### src/rtl/switch_port_arbiter.sv
// -----------------------------------------------------------------------------
// switch_port_arbiter
//
// Round-robin arbiter that shares one switch output port between NUM_REQ input
// ports. A grant is held for a whole packet (first beat through eop). A stall
// watchdog reclaims the port when neither the granted source nor the
// downstream sink has moved for MAX_STALL consecutive cycles.
//
// Ports:
//   clk          system clock, all state updates on the rising edge
//   reset        synchronous active-high reset
//   req          per-port "has a packet for this output"
//   valid        per-port "beat presented this cycle"
//   eop          per-port "this beat is the last of the packet" (with valid)
//   out_ready    downstream accepts a beat this cycle
//   grant        one-hot grant, or all zero
//   grant_id     binary index of the granted port (output mux select)
//   sel_valid    a grant is active
//   timeout_err  one-cycle pulse when the watchdog releases a grant
//   pkt_count    packets completed with eop, wraps modulo 2^CNT_W
// -----------------------------------------------------------------------------
module switch_port_arbiter #(
  parameter  int NUM_REQ   = 4,
  parameter  int MAX_STALL = 16,
  parameter  int CNT_W     = 16,
  localparam int IW        = $clog2(NUM_REQ)
) (
  input  logic               clk,
  input  logic               reset,
  input  logic [NUM_REQ-1:0] req,
  input  logic [NUM_REQ-1:0] valid,
  input  logic [NUM_REQ-1:0] eop,
  input  logic               out_ready,
  output logic [NUM_REQ-1:0] grant,
  output logic [IW-1:0]      grant_id,
  output logic               sel_valid,
  output logic               timeout_err,
  output logic [CNT_W-1:0]   pkt_count
);

  localparam int SW = $clog2(MAX_STALL + 1);

  typedef enum logic {
    S_IDLE  = 1'b0,
    S_GRANT = 1'b1
  } state_t;

  state_t             state_q, state_d;
  logic [NUM_REQ-1:0] grant_q, grant_d;
  logic [IW-1:0]      grant_id_q, grant_id_d;
  logic               sel_valid_q, sel_valid_d;
  logic               timeout_q, timeout_d;
  logic [CNT_W-1:0]   pkt_cnt_q, pkt_cnt_d;
  logic [IW-1:0]      ptr_q, ptr_d;
  logic [SW-1:0]      stall_q, stall_d;

  logic               pick_found;
  logic [IW-1:0]      pick_idx;
  logic               xfer;
  logic [IW-1:0]      next_ptr;

  // Round-robin pick: scan offsets from the far end down to 0 so that the
  // request closest to ptr (smallest offset) is the last one written and wins.
  always_comb begin : picker
    logic [IW-1:0] cand;
    // NOTE: every variable written in always_comb gets a default first, so no
    // path through the block can leave it unassigned and infer a latch.
    cand       = '0;
    pick_found = 1'b0;
    pick_idx   = '0;
    for (int off = NUM_REQ - 1; off >= 0; off--) begin
      cand = IW'((int'(ptr_q) + off) % NUM_REQ);
      if (req[cand]) begin
        pick_found = 1'b1;
        pick_idx   = cand;
      end
    end
  end

  // Only the granted port's valid/eop matter; other ports are ignored.
  assign xfer     = valid[grant_id_q] & out_ready;
  assign next_ptr = (grant_id_q == IW'(NUM_REQ - 1)) ? '0 : grant_id_q + IW'(1);

  always_comb begin : next_state
    state_d     = state_q;
    grant_d     = grant_q;
    grant_id_d  = grant_id_q;
    sel_valid_d = sel_valid_q;
    timeout_d   = 1'b0;
    pkt_cnt_d   = pkt_cnt_q;
    ptr_d       = ptr_q;
    stall_d     = stall_q;

    unique case (state_q)
      S_IDLE: begin
        if (pick_found) begin
          grant_d     = NUM_REQ'(1) << pick_idx;
          grant_id_d  = pick_idx;
          sel_valid_d = 1'b1;
          stall_d     = '0;
          state_d     = S_GRANT;
        end
      end

      S_GRANT: begin
        if (xfer) begin
          stall_d = '0;
          if (eop[grant_id_q]) begin
            grant_d     = '0;
            sel_valid_d = 1'b0;
            ptr_d       = next_ptr;
            pkt_cnt_d   = pkt_cnt_q + CNT_W'(1);
            state_d     = S_IDLE;
          end
        end else if (stall_q == SW'(MAX_STALL - 1)) begin
          // This idle cycle is the MAX_STALL-th in a row: release the port as
          // an eop would, but flag it instead of counting a packet.
          grant_d     = '0;
          sel_valid_d = 1'b0;
          ptr_d       = next_ptr;
          stall_d     = '0;
          timeout_d   = 1'b1;
          state_d     = S_IDLE;
        end else begin
          stall_d = stall_q + SW'(1);
        end
      end

      default: state_d = S_IDLE;
    endcase
  end

  always_ff @(posedge clk) begin
    // NOTE: sequential state uses non-blocking assignments so every register
    // samples the pre-edge values, independent of statement order.
    if (reset) begin
      state_q     <= S_IDLE;
      grant_q     <= '0;
      grant_id_q  <= '0;
      sel_valid_q <= 1'b0;
      timeout_q   <= 1'b0;
      pkt_cnt_q   <= '0;
      ptr_q       <= '0;
      stall_q     <= '0;
    end else begin
      state_q     <= state_d;
      grant_q     <= grant_d;
      grant_id_q  <= grant_id_d;
      sel_valid_q <= sel_valid_d;
      timeout_q   <= timeout_d;
      pkt_cnt_q   <= pkt_cnt_d;
      ptr_q       <= ptr_d;
      stall_q     <= stall_d;
    end
  end

  assign grant       = grant_q;
  assign grant_id    = grant_id_q;
  assign sel_valid   = sel_valid_q;
  assign timeout_err = timeout_q;
  assign pkt_count   = pkt_cnt_q;

endmodule

### config.mk
export PLATFORM = sky130hd
export DESIGN_NAME = switch_port_arbiter
export DESIGN_NICKNAME = d
export VERILOG_FILES = /design/src/rtl/switch_port_arbiter.sv
export SDC_FILE = /design/constraint.sdc
export NUM_CORES = 1
export LEC_CHECK = 0
export CORE_MARGIN = 4
export CORE_UTILIZATION = 30
export CTS_CLUSTER_DIAMETER = 100
export DETAILED_ROUTE_END_ITERATION = 6
export PLACE_DENSITY_LB_ADDON = 0.12
export SKIP_CTS_REPAIR_TIMING = 1
export SLEW_MARGIN = 20
export SYNTH_ARGS = -nofsm -noshare
export SYNTH_HDL_FRONTEND = slang
export SYNTH_SLANG_ARGS = --single-unit
### constraint.sdc
create_clock -name clk -period 1.92 [get_ports clk]
set_input_delay 0.288 -clock clk [delete_from_list [all_inputs] [get_ports clk]]
set_output_delay 0.288 -clock clk [all_outputs]
set_load 0.01 [all_outputs]
# Word level (Yosys, flattened, before mapping)
# Index checks and enable logic that the tools add are counted.
# totals
elab_cells	78
in_bits	15
register_bits	32
# classes
n_bitwise	2
shift	1
muxes	44
n_reduce_logical	6
n_lt_le_gt_ge	5
addsub	6
n_eq_ne	6
# ops
op	n
two-way mux 1 bit	19
adder 16 x 1 -> 16 bit (second input constant)	1
two-way mux 2 bit	8
two-way mux 4 bit	4
< comparator 2 x 3 -> 1 bit (second input constant)	5
two-way mux 5 bit	3
binary-select mux 1 bit (select 2 bit)	6
case mux 5 bit (2 select lines)	1
AND reduction 3 bit	3
case mux 4 bit (2 select lines)	1
adder 5 x 1 -> 5 bit (second input constant)	1
equality test 5 x 4 -> 1 bit (second input constant)	1
adder 2 x 1 -> 2 bit (second input constant)	2
adder 2 bit (second input constant)	2
case mux 1 bit (2 select lines)	2
left shift 1 x 2 -> 4 bit (first input constant)	1
!= test 3 x 1 -> 1 bit (second input constant)	1
!= test 3 x 2 -> 1 bit (second input constant)	1
OR reduction 3 bit	1
equality test 2 bit (second input constant)	1
!= test 2 x 1 -> 1 bit (second input constant)	1
!= test 2 bit (second input constant)	1
AND reduction 2 bit	1
nonzero test 2 bit	1
other kinds (2)	2

# Depth between registers and ports, before layout
# Gate-level depths: netlist of run 1.
# logic_depth
depth_word	10
ltp_mapped	7
depth_no_buf	6

# Worst setup path after synthesis of run 1
# Ideal clock, no wire load.
# synth_path
kind	register -> register
start	register grant_id_q[1] (netlist: grant_id[1])
end	register pkt_cnt_q[13] (netlist: pkt_count[13])
arrival_ps	1798
stages_incl_launch_ff	6
path_slack_ps	52
n_path_buf	0
setup_ps	70
cell_sequence	dfxtp_1 mux2i_1 o22a_1 or4_1 or3_1 a21oi_1
# synth_between
elab_chain_cells	4
# synth_lines
item	line	rtl
start, declared	50	logic [IW-1:0] grant_id_q, grant_id_d;
start signal, assigned	148	grant_id_q <= grant_id_d;
binary-select mux 1 bit (select 2 bit)	81	assign xfer = valid[grant_id_q] & out_ready;
two-way mux 1 bit (implied by the code)	81	
bitwise AND 1 bit	81	
AND reduction 3 bit (no line) *	n/a	
end signal, assigned	151	pkt_cnt_q <= pkt_cnt_d;
end, declared	53	logic [CNT_W-1:0] pkt_cnt_q, pkt_cnt_d;
# Mark *: on every way between the ends. The rest lies on a longest branch, timed or not. The select of a mux whose other input is x is not followed.
# A chain may end at the register's enable or synchronous reset.

# Worst setup path after layout of run 1
# layout_path
start	input port out_ready
end	register pkt_cnt_q[13] (netlist: pkt_count[13])
# layout_between
elab_chain_cells	2
# layout_lines
item	line	rtl
start, declared	33	input logic out_ready,
bitwise AND 1 bit	81	
AND reduction 3 bit (no line)	n/a	
# Every way passes these cells.

==> results by group, run 1 <==
Outcome
  – Status: complete, no violations

Floorplanning
  – Die Span Y: 80.1 um
  – Num rows: 25
  – Die Wd: 80.1 um
  – Die area: 6410 um2
  – Core area: 4880 um2
  – Starting Density: 0.319
  – I/O pin cnt: 39

Setup path
  – Data arrival time of the worst path: 2090 ps
  – Setup CP Type: input port to flip-flop
  – CP Max Fanout: 2
  – Worst Path Required: 2120 ps
  – Critical Path End: pkt_count[13]
  – Crit. End Element: flip-flop
  – R2r worst-path depth: 5
  – Slowest cell on crit path: or4_1
  – Worst setup path startpoint: out_ready
  – Crit-path max cell delay: 530 ps
  – Critical Path Start Type: input port
  – Critical R2R Capture: pkt_count[13]
  – Reg2reg setup slack: 70 ps
  – Crit-path cells: clkdlybuf4s50_1 -> nand2_1 -> o22a_1 -> or4_1 -> or3_1 -> a21oi_1
  – Reg2reg start: pkt_count[6]

Detailed routing
  – DR WL/cell: 13.8 um
  – Antenna-violating nets left: 0
  – Vias per inst: 4.97
  – DRT iter0 DRCs: 122
  – Drt total wl: 4.23 mm
  – Via count: 1,526
  – TritonRoute pass-1 iters: 4
  – Number of remaining DRC errors: 0

Pwr
  – Power per cell area: 597 nW/um2
  – Seq pwr share: 0.519
  – Leak Pwr: 0.779 nW
  – Maximum vdd drop: 361 uV
  – Total power: 1.34 mW
  – Clock network power share: 0.333
  – Fraction of power spent switching nets: 0.240
  – Internal: 1.02 mW
  – Combinational power share: 0.148
  – Net switching power: 322 uW

STA
  – Clock skew: 5.11 ps
  – Slew margin rel.: 0.673
  – Minimum clock period: 1890 ps
  – RSZ-0062 raised after global routing: true
  – Final setup viols: 0
  – Fmax: 528 MHz
  – Final Hold Fails: 0
  – Worst-Margin Slew: 490 ps
  – Slew Viols, Final: 0
  – Final period util: 0.986

Synth
  – Most common cell in the synthesized netlist: dfxtp_1
  – Yosys reg bits: 32
  – Register area share after synthesis: 0.411
  – Synth cell types: 36
  – Commonest register cell after synthesis: dfxtp_1
  – Post-Syn Instances: 183
  – Top post-synthesis cells by area: dfxtp_1, xnor2_1, nor2_1, nor4_1, a21oi_1
  – Async S/R FF share, synth: 0
  – Cell Area, Synth: 1560 um2
  – Area leader, netlist: dfxtp_1
  – Synth top cells by count: dfxtp_1, nor2_1, nand2_1
  – Syn nets: 201
  – Yosys top cell area share: 0.411
  – Ys Warns: 0
  – EDFF count, synth: 0
  – Mapped Avg Cell Area: 8.52 um2

Clock network
  – Clock Tree Buf Depth: 2
  – CTS tree: built
  – CTS Buf Count: 5
  – Sink Count: 32
  – CTS root buf: clkbuf_8
  – CTS H-tree depth: 2
  – CTS clock-pin slew for the worst setup and hold paths: 60 ps
  – Worst-Skew Late Latency: 270 ps

Final layout
  – Syn-to-layout area delta: 44.1%
  – Share of post-route cells with drive strength above 1: 0.175
  – Area taken by multi-input logic gates: 892 um2
  – Diode count: 0
  – Fill cells: 504
  – Storage element area: 644 um2
  – Core Util, Final: 0.460
  – Final design instance area without fill: 2250 um2
  – Nets: 260

GRT
  – Initial antenna violation count: 0
  – Total track usage: 0.144
  – Number of global-route vias before repair: 1,557
  – Total gr overflow: 0
  – Largest net degree at the start of global routing: 23
  – First-pass GRT wire length: 7.19 mm

Placed design
  – Placed instance area: 2160 um2
  – Placed wire-length estimate: 3.29 mm
  – Placer congestion estimate: 0.759
  – IO buf count: 38

Flow run
  – Max Cap Viol: 0

Min path
  – Type of the worst min-delay path: flip-flop to flip-flop
flip-flops by register name (all words and copies together) (netlist names):
name,cells
stall_q,5
pkt_count,16
grant,4
timeout_err,1
ptr_q,2
grant_id,2
sel_valid,1
state_q,1
critical path, delay by kind of cell:
kind | cells | cell delay, ps
AO/OA/AOI/OAI | 2 | 390
AND/OR/NAND/NOR | 3 | 930
buffers and inverters | 1 | 480
kinds of logic after synthesis:
| logic type | share of synthesized area |
|---|---|
| and+or+nand+nor | 0.302 |
| muxes | 0.0610 |
| adders and majority gates | 0.0241 |
| xor gates and xnor gates | 0.0562 |
| buffers and inverters | 0.0265 |
| DFF | 0.411 |
| AOI/OAI and AO/OA | 0.120 |
power by group through the flow:
stage / registers [mW] / clock network (mW) / logic, mW
detailed placement: 0.709 / 0 / 0.196
floorplan: 0.713 / 0 / 0.0878
global route: 0.697 / 0.493 / 0.218
CTS: 0.695 / 0.463 / 0.197
global placement: 0.708 / 0 / 0.190
finish: 0.695 / 0.447 / 0.199
placed cells by master, fill, tap and decap left out, types with 2 or more instances in the layout:
| master | count |
|---|---|
| dfxtp_1 | 29 |
| o22ai_1 | 3 |
| clkbuf_8 | 5 |
| nand4_1 | 4 |
| o21ai_0 | 6 |
| nor3b_1 | 2 |
| nand3b_1 | 5 |
| nand3_1 | 9 |
| ha_1 | 3 |
| or3_1 | 2 |
| nor2b_1 | 3 |
| mux2i_2 | 2 |
| nor4_1 | 9 |
| xnor2_1 | 10 |
| a21oi_1 | 11 |
| or4_1 | 2 |
| clkdlybuf4s50_1 | 38 |
| mux2_2 | 2 |
| nor2_1 | 22 |
| dfxtp_2 | 3 |
| nand2_1 | 13 |
| nand2b_1 | 7 |
| mux2i_1 | 3 |
| a31oi_1 | 2 |
| inv_1 | 3 |
| a31o_2 | 2 |
| buf_4 | 22 |
| nor3_1 | 5 |
cell type report:
class | instances | share of cell area
clock buffers | 5 | 0.0306
inverters | 3 | 0.00501
multi-input cells | 140 | 0.397
flip-flops and latches | 32 | 0.287
well taps | 67 | 0.0373
repair buffers | 60 | 0.243
metal layers:
metal,GRT usage,up-vias,wire length (um)
met5,0,-,0
met4,0.0507,0,44
met3,0.0348,5,141
met2,0.229,21,2020
met1,0.190,721,2020
li1,-,779,-
how the worst min path moves through the flow:
stage | from | end | slack, ps | cells after the start
6_report | stall_q[4] | timeout_err | 440 | 1
4_1_cts | stall_q[4] | timeout_err | 440 | 1
3_5_place_dp | stall_q[4] | timeout_err | 430 | 1
3_3_place_gp | stall_q[4] | timeout_err | 440 | 1
5_1_grt | stall_q[4] | timeout_err | 510 | 1
2_1_floorplan | stall_q[4] | timeout_err | 420 | 1
metrics by stage:
stage | hold slack [ps] | worst slack [ps] | setup TNS (ps) | instances
floorplan | 416 | 51.9 | 0 | 183
global placement | 445 | -181 | -1340 | 302
detailed placement | 433 | -264 | -2110 | 302
CTS | 442 | 1.24 | 0 | 307
global route | 508 | -27.9 | -27.9 | 307
finish | 440 | 27.7 | 0 | 307
Note: power is estimated with default switching activity, not from simulation.
==> inputs of run 2 (changes only) <==
--- a/config.mk
+++ b/config.mk
@@ -11,7 +11,6 @@
 export DETAILED_ROUTE_END_ITERATION = 6
 export PLACE_DENSITY_LB_ADDON = 0.12
 export SKIP_CTS_REPAIR_TIMING = 1
-export SLEW_MARGIN = 20
 export SYNTH_ARGS = -nofsm -noshare
 export SYNTH_HDL_FRONTEND = slang
 export SYNTH_SLANG_ARGS = --single-unit
==> results of run 2 <==
Same layout as run 1: the final DEF is identical, and so are final timing and power.
